### src/rtl/nibble_serial_addsub_16bit.sv
// Signed add/subtract of WIDTH bits through one 4-bit slice, one nibble per clock, LSB first.
// Optional SATURATE_EN clamps the result on signed overflow; flag_v reports overflow either way.
module nibble_serial_addsub_16bit #(
    parameter int WIDTH = 16
) (
    input  logic             clk,
    input  logic             rst_n,
    input  logic             start,
    input  logic             sub,
    input  logic [WIDTH-1:0] A,
    input  logic [WIDTH-1:0] B,
    output logic             busy,
    output logic             done,
    output logic [WIDTH-1:0] result,
    output logic             flag_n,
    output logic             flag_z,
    output logic             flag_v,
    output logic             dbg_state
);

    localparam int NSLICE = WIDTH / 4;
    localparam int CW     = $clog2(NSLICE);
    localparam logic [CW-1:0] LAST = CW'(NSLICE - 1);

    // Handshake: start is taken on any edge where busy==0 (including the done cycle);
    // start while busy is dropped. done is a one-cycle pulse, result/flags hold until the next one.
    typedef enum logic {IDLE = 1'b0, RUN = 1'b1} state_t;

    state_t           state, state_nxt;
    logic             load, step, last;
    logic [WIDTH-1:0] a_sh, b_sh;
    logic [WIDTH-5:0] asm_r;
    logic [CW-1:0]    cnt;
    logic             carry;
    logic [4:0]       slice_sum;
    logic [WIDTH-1:0] raw, final_res;
    logic             ovf;

    always_ff @(posedge clk or negedge rst_n) begin
        if (!rst_n) state <= IDLE;
        else        state <= state_nxt;
    end

    always_comb begin
        state_nxt = state;
        load      = 1'b0;
        step      = 1'b0;
        last      = 1'b0;
        case (state)
            IDLE: if (start) begin
                load      = 1'b1;
                state_nxt = RUN;
            end
            RUN: begin
                step = 1'b1;
                if (cnt == LAST) begin
                    last      = 1'b1;
                    state_nxt = IDLE;
                end
            end
            default: state_nxt = IDLE;
        endcase
    end

    assign busy      = (state == RUN);
    assign dbg_state = state;

    // The slice; earlier nibbles sit in asm_r with nibble 0 at the bottom.
    assign slice_sum = {1'b0, a_sh[3:0]} + {1'b0, b_sh[3:0]} + {4'b0, carry};
    assign raw       = {slice_sum[3:0], asm_r};
    // Sign-rule overflow on the top nibble, equivalent to carry-in ^ carry-out of the MSB.
    assign ovf       = (a_sh[3] ~^ b_sh[3]) & (slice_sum[3] ^ a_sh[3]);

`ifdef SATURATE_EN
    assign final_res = !ovf    ? raw :
                       a_sh[3] ? {1'b1, {(WIDTH-1){1'b0}}} : {1'b0, {(WIDTH-1){1'b1}}};
`else
    assign final_res = raw;
`endif

    always_ff @(posedge clk or negedge rst_n) begin
        if (!rst_n) begin
            a_sh   <= '0;
            b_sh   <= '0;
            asm_r  <= '0;
            cnt    <= '0;
            carry  <= 1'b0;
            done   <= 1'b0;
            result <= '0;
            flag_n <= 1'b0;
            flag_z <= 1'b1;
            flag_v <= 1'b0;
        end else begin
            done <= last;
            if (load) begin
                a_sh  <= A;
                b_sh  <= B ^ {WIDTH{sub}};
                carry <= sub;
                cnt   <= '0;
            end else if (step) begin
                a_sh  <= {4'b0, a_sh[WIDTH-1:4]};
                b_sh  <= {4'b0, b_sh[WIDTH-1:4]};
                asm_r <= raw[WIDTH-1:4];
                carry <= slice_sum[4];
                cnt   <= cnt + 1'b1;
            end
            if (last) begin
                result <= final_res;
                flag_n <= final_res[WIDTH-1];
                flag_z <= (final_res == '0);
                flag_v <= ovf;
            end
        end
    end

endmodule

### config.mk
export PLATFORM = sky130hd
export DESIGN_NAME = nibble_serial_addsub_16bit
export DESIGN_NICKNAME = d
export VERILOG_FILES = /design/src/rtl/nibble_serial_addsub_16bit.sv
export SDC_FILE = /design/constraint.sdc
export NUM_CORES = 1
export LEC_CHECK = 0
export ABC_AREA = 1
export BUFFER_PORTS_ARGS = -buffer_cell sky130_fd_sc_hd__buf_2
export CAP_MARGIN = 30
export CORE_MARGIN = 4
export CORE_UTILIZATION = 35
export DETAILED_ROUTE_END_ITERATION = 6
export GPL_ROUTABILITY_DRIVEN = 0
export GPL_TIMING_DRIVEN = 0
export PLACE_DENSITY = 0.58
export SYNTH_ARGS = -nofsm -noshare
export SYNTH_HDL_FRONTEND = slang
export SYNTH_SLANG_ARGS = --single-unit
### constraint.sdc
create_clock -name clk -period 2.7 [get_ports clk]
set_input_delay 0.27 -clock clk [delete_from_list [all_inputs] [get_ports clk]]
set_output_delay 0.27 -clock clk [all_outputs]
set_load 0.01 [all_outputs]
==> metrics.csv, run 1 <==
metric,value,unit
status,"finished, final reports clean",
cts_resized,0,
fin_tns_setup,0,ns
vias,2281,
dp_hpwl,4670,um
drv_cap,0,
p_leak,0.001761,uW
dominantRegCellSynth,dfrtp_1,
synth_top_area_share,0.5491,
drc,0,
post_cts_buffers,0,
clock_sinks,67,
insertion_delay,0.34,ns
yosys.area.top_type,dfrtp_1,
pre_cts_ws,0.7375,ns
power_density,1033,mW/mm^2
reg2regPathDepth,9,
p_seq_frac,0.424,
synth_edf_count,0,
post-route-min-period,1.945,ns
synthCells,309,
wirelength,6487,um
initial_utilization,0.3624,
final_cells,486,
min_period_over_period,0.7202,
numCtsBuffers,9,
drive_gt1_frac,0.2467,
swShare,0.3658,
hold_class,input port to async pin,
viasPerCell,4.693,
dr_wl_met3,361,um
endpoint,flag_z,
setup_violations,0,
synth_most_common_cell,nand2_1,
path_max_fanout,2,
grt_max_degree,68,
wl_met1,2927,um
syn_area_per_cell,9.734,um^2
critPathKind,flop to flop,
routed.top_layer,met4,
skew,0.008663,ns
r2r_start,a_sh[0],
synth-seq-area-share,0.5578,
insertedDiodeCount,0,
irDropWorstVdd,0.3276,mV
cp_data_arrival_time,2.23,ns
antenna_left,0,
fin_nets,418,
synth.distinct_cells,30,
first_global_vias,2319,
htree_levels,3,
drtIter0Drc,60,
antenna_found_initial,0,
dr.pass1.iters,4,
worst_pin_slew,0.8489,ns
clock_path_buffers,2,
final_cell_area,0.003617,mm^2
syn-num-nets,351,
timing.final.max_slew_violations,0,
r2r_end,flag_z,
netlist_area,0.003008,mm^2
yosys-top-cells-count,"nand2_1 (76), dfrtp_1 (66), o21ai_0 (31)",
port_buffers,56,
syn_to_final_growth,20.26,%
met2_length,3089,um
ys_ff_latch,67,
timing.reg2reg.setup_slack,0.76,ns
worstPathRequired,2.98,ns
cts_hold_buf,0,
slew_headroom,0.4341,
rows,33,
die_h,100.7,um
setup_ws,0.7554,ns
cts.clk_slew.worst_paths,0.07,ns
wl_per_cell,13.35,um
fmax,0.5142,GHz
post_dp_cell_area,0.003422,mm^2
rsz0062_at_grt,no,
die_area,0.01014,mm^2
synthTopCellsByArea,"dfrtp_1 (55%), nand2_1 (9.5%), o21ai_0 (5.2%), xnor2_1 (4.7%), inv_1 (3.5%)",
gr-total-overflow,0,
critical_path.startpoint,a_sh[0],
async_flop_share,1.000,
core-area,0.008299,mm^2
grt_usage,0.1372,
cts_tree,done,
io_pins,58,
die_w,100.7,um
root_buffer,clkbuf_8,
yosysWarnings,0,
cp-end-kind,flop,
comb_power_share,0.357,
internal_power,2370,uW
place_inst,470,
grt_pass1_wl,10940,um
p_clk_frac,0.218,
fin_hold_ws,0.03100,ns
hold_viol_final,0,
power.switching,1367,uW
start_kind,flop,
fill_cells,826,
-- registers in the layout, indices dropped and copies added, names as in the netlist --
| register | count |
|---|---|
| result | 16 |
| flag_v | 1 |
| done | 1 |
| flag_z | 1 |
| busy | 1 |
| carry | 1 |
| a_sh | 16 |
| b_sh | 16 |
| cnt | 2 |
| asm_r | 12 |
-- placed cells by master (no fill, tap or decap), types with 4 or more instances in the layout --
| cell | n |
|---|---|
| nor2_1 | 11 |
| nand2_1 | 76 |
| buf_4 | 6 |
| inv_1 | 28 |
| clkbuf_8 | 10 |
| ha_1 | 4 |
| o211ai_1 | 7 |
| xnor2_1 | 16 |
| buf_6 | 4 |
| a22oi_1 | 12 |
| o221ai_1 | 4 |
| nand3_1 | 6 |
| o21ai_1 | 9 |
| buf_2 | 62 |
| o21ai_0 | 31 |
| dfrtp_1 | 66 |
-- critical path, stage by stage (launching register included) --
cell and delay (ns):
dfrtp_1 0.32, inv_1 0.07, fa_1 0.47, fa_1 0.52, nand3_1 0.10, nor2_1 0.13, nand2_1 0.07, nor2_1 0.11
nand2_1 0.06, nand2_1 0.05
-- kinds of logic after synthesis --
logic type,count (synthesis),synth area share
xor+xnor,16,0.04659
compound gates,73,0.1485
fa+ha+maj,6,0.02995
flops,67,0.5578
simple gates,98,0.1352
buf+inv,49,0.08194
-- routing by layer --
layer	track usage	up-vias
met5	0	-
met4	0.05285	0
met3	0.04221	9
met2	0.2182	57
met1	0.1747	1070
li1	-	1145
-- per-stage QoR --
stage	util	total power [uW]
6_report	0.4359	3737
5_1_grt	0.4359	4054
4_1_cts	0.4359	3808
3_5_place_dp	0.4123	2973
3_3_place_gp	0.4120	2939
2_1_floorplan	-	2500
-- layout make-up --
type,count,area (um^2),share of cell area
sequential,67,1678,0.4639
tap,105,131.4,0.03632
clock inverter,4,50.05,0.01384
multi-input combinational,193,1084,0.2996
timing repair buffer,56,282.8,0.07817
buffer,17,121.4,0.03355
inverter,32,125.1,0.03459
clock buffer,12,145.1,0.04012
-- power by group through the flow --
stage	logic, uW	clock network, uW	registers, uW
after floorplan	887	0	1610
after global placement	1340	0	1600
after detailed placement	1370	0	1610
after CTS	1370	847	1590
after global routing	1540	887	1630
final	1340	816	1590
-- worst min path at each step --
stage	slack [ns]	start	cells past startpoint	to
finish	0.03	rst_n	1	result[1]
global route	0.11	rst_n	1	result[5]
CTS	0.07	rst_n	1	result[5]
detailed placement	0.43	rst_n	1	result[1]
global placement	0.46	flag_z	2	flag_z
floorplan	-0.03	rst_n	0	a_sh[0]
Note: power is estimated with default switching activity, not from simulation.
==> inputs of run 2 (changes only) <==
- PLACE_DENSITY: 0.58 -> 0.6
- clock period: 2.7 -> 1.56 ns (I/O delays scaled with it)
==> metrics.csv, run 2 (same netlist as run 1, synthesis figures left out) <==
metric,value,unit,change
dr.pass1.iters,4,,unchanged
fin_tns_setup,-0.6249,ns,-0.6249 ns
post-route-min-period,1.842,ns,-0.1021 ns
die_h,100.7,um,unchanged
grt_pass1_wl,11540,um,+5.4%
skew,0.004701,ns,-0.003962 ns
post_dp_cell_area,0.003425,mm^2,about the same
crit_chain,inv_2 -> fa_2 -> fa_2 -> nand3_2 -> nor2_2 -> nand2_1 -> nor2_1 -> nand2_1 -> nand2_1,,
final_common_cell,nand2_1,,
hold_viol_final,0,,unchanged
hold_class,input port to flop,,
top_regs,"a_sh x16, b_sh x16, result x16",,
grt_usage,0.1452,,+0.008027
pre_cts_ws,-0.3014,ns,-1.039 ns
cts_tree,done,,
status,"complete, but fails checks",,
min_period_over_period,1.181,,+0.4608
timing.final.max_slew_violations,0,,unchanged
irDropWorstVdd,0.6552,mV,+100%
p_clk_frac,0.221,,+0.003
antenna_found_initial,0,,unchanged
die_w,100.7,um,unchanged
fill_cells,809,,-2.1%
cp_data_arrival_time,2.13,ns,-0.10 ns
setup_violations,5,,+5
viasPerCell,4.782,,+1.9%
finalPower,6815,uW,+82%
fin_hold_ws,0.02810,ns,-0.002903 ns
port_buffers,56,,unchanged
wirelength,6766,um,+4.3%
setup_ws,-0.2825,ns,-1.038 ns
final_cell_mix,"nand2_1 (73), dfrtp_1 (66), buf_2 (62), o21ai_0 (29), inv_1 (25)",,
first_global_vias,2307,,-0.52%
crit_family,adder cells,,
insertedDiodeCount,0,,unchanged
final_cell_area,0.003702,mm^2,+2.4%
ff_latch_area,0.001678,mm^2,unchanged
critical_path.startpoint,a_sh[0],,
numCtsBuffers,9,,unchanged
fmax,0.5427,GHz,+5.5%
rows,33,,unchanged
die_area,0.01014,mm^2,unchanged
insertion_delay,0.34,ns,about the same
drtIter0Drc,101,,+68%
wl_per_cell,13.81,um,+3.4%
swShare,0.3658,,about the same
core-area,0.008299,mm^2,unchanged
gr-total-overflow,0,,unchanged
drc,0,,unchanged
comb_power_share,0.377,,+0.020
drive_gt1_frac,0.2909,,+0.04419
worst_pin_slew,0.8533,ns,+0.004359 ns
p_seq_frac,0.403,,-0.021
critPathMaxStageDelay,0.56,ns,+0.04 ns
clock_sinks,67,,unchanged
multi_input_area,0.001115,mm^2,+2.9%
grt_max_degree,68,,unchanged
clock_path_buffers,2,,unchanged
drv_cap,0,,unchanged
violations,setup timing,,
fin_nets,422,,+0.96%
critPathKind,flop to flop,,
vias,2343,,+2.7%
root_buffer,clkbuf_8,,
rsz0062_at_grt,yes,,
dp_hpwl,4740,um,+1.5%
power_density,1841,mW/mm^2,+78%
slew_headroom,0.4312,,-0.002906
htree_levels,3,,unchanged
crit_buf_inv,1,,unchanged
internal_power,4322,uW,+82%
worstHoldStart,A[13],,
cts.clk_slew.worst_paths,0.07,ns,about the same
initial_utilization,0.3624,,unchanged
worstPathRequired,1.84,ns,-1.14 ns
power.switching,2493,uW,+82%
path_common_cell,nand2_1,,
r2r_start,a_sh[0],,
p_leak,0.001795,uW,+1.9%
io_pins,58,,unchanged
critical-path-slowest-cell,fa_2,,
cp-end-kind,flop,,
antenna_left,0,,unchanged
path_max_fanout,2,,unchanged
syn_to_final_growth,23.09,%,
start_kind,flop,,
-- run 2: layer usage --
| metal | global-route usage | part of all wire |
|---|---|---|
| met4 | 0.03109 | 0.0080 |
| met3 | 0.05813 | 0.061 |
| met2 | 0.2182 | 0.46 |
| met1 | 0.1981 | 0.47 |
| met5 | 0 | 0 |
-- run 2: path summary, 6_finish.rpt --
path,endpoint,slack [ns],cells past startpoint
worst min register to register,result[3],0.48,2
worst max-delay path,flag_z,-0.28,9
worst min-delay path,a_sh[13],0.03,3
worst max register to register,flag_z,-0.28,9
min in group asynchronous,result[4],0.48,2
max in group asynchronous,a_sh[7],0.54,2
-- run 2: power groups by stage --
stage                     combinational, uW  clock, uW  sequential [uW]
after floorplan                        1540          0             2790
final                                  2570       1500             2750
after global routing                   2940       1650             2830
after CTS                              2480       1550             2750
after global placement                 2360          0             2750
after detailed placement               2400          0             2770
-- run 2: worst min-delay path, stage by stage --
cell and delay (ns):
buf_2 0.07, nand2_1 0.04, o21ai_0 0.06
-- run 2: through the flow --
step / utilization / cells
after floorplan: - / 309
after global placement: 0.4123 / 470
after detailed placement: 0.4126 / 470
after CTS: 0.4419 / 489
after global routing: 0.4461 / 490
final: 0.4461 / 490
-- run 2: cell type report --
type / count / share of cell area
flip-flops and latches: 67 / 0.4532
multi-input cells: 193 / 0.3011
repair buffers: 60 / 0.08618
clock buffers: 12 / 0.04461
well taps: 105 / 0.03548
inverters: 32 / 0.03380
plain buffers: 17 / 0.03278
clock inverters: 4 / 0.01284
-- run 2: repair_timing --
item	CTS	global route
pin swaps	2	5
hold buffers	1	0
setup buffers	2	1
setup endpoints to repair	5	8
hold endpoints to repair	66	0
gates resized for setup	4	11
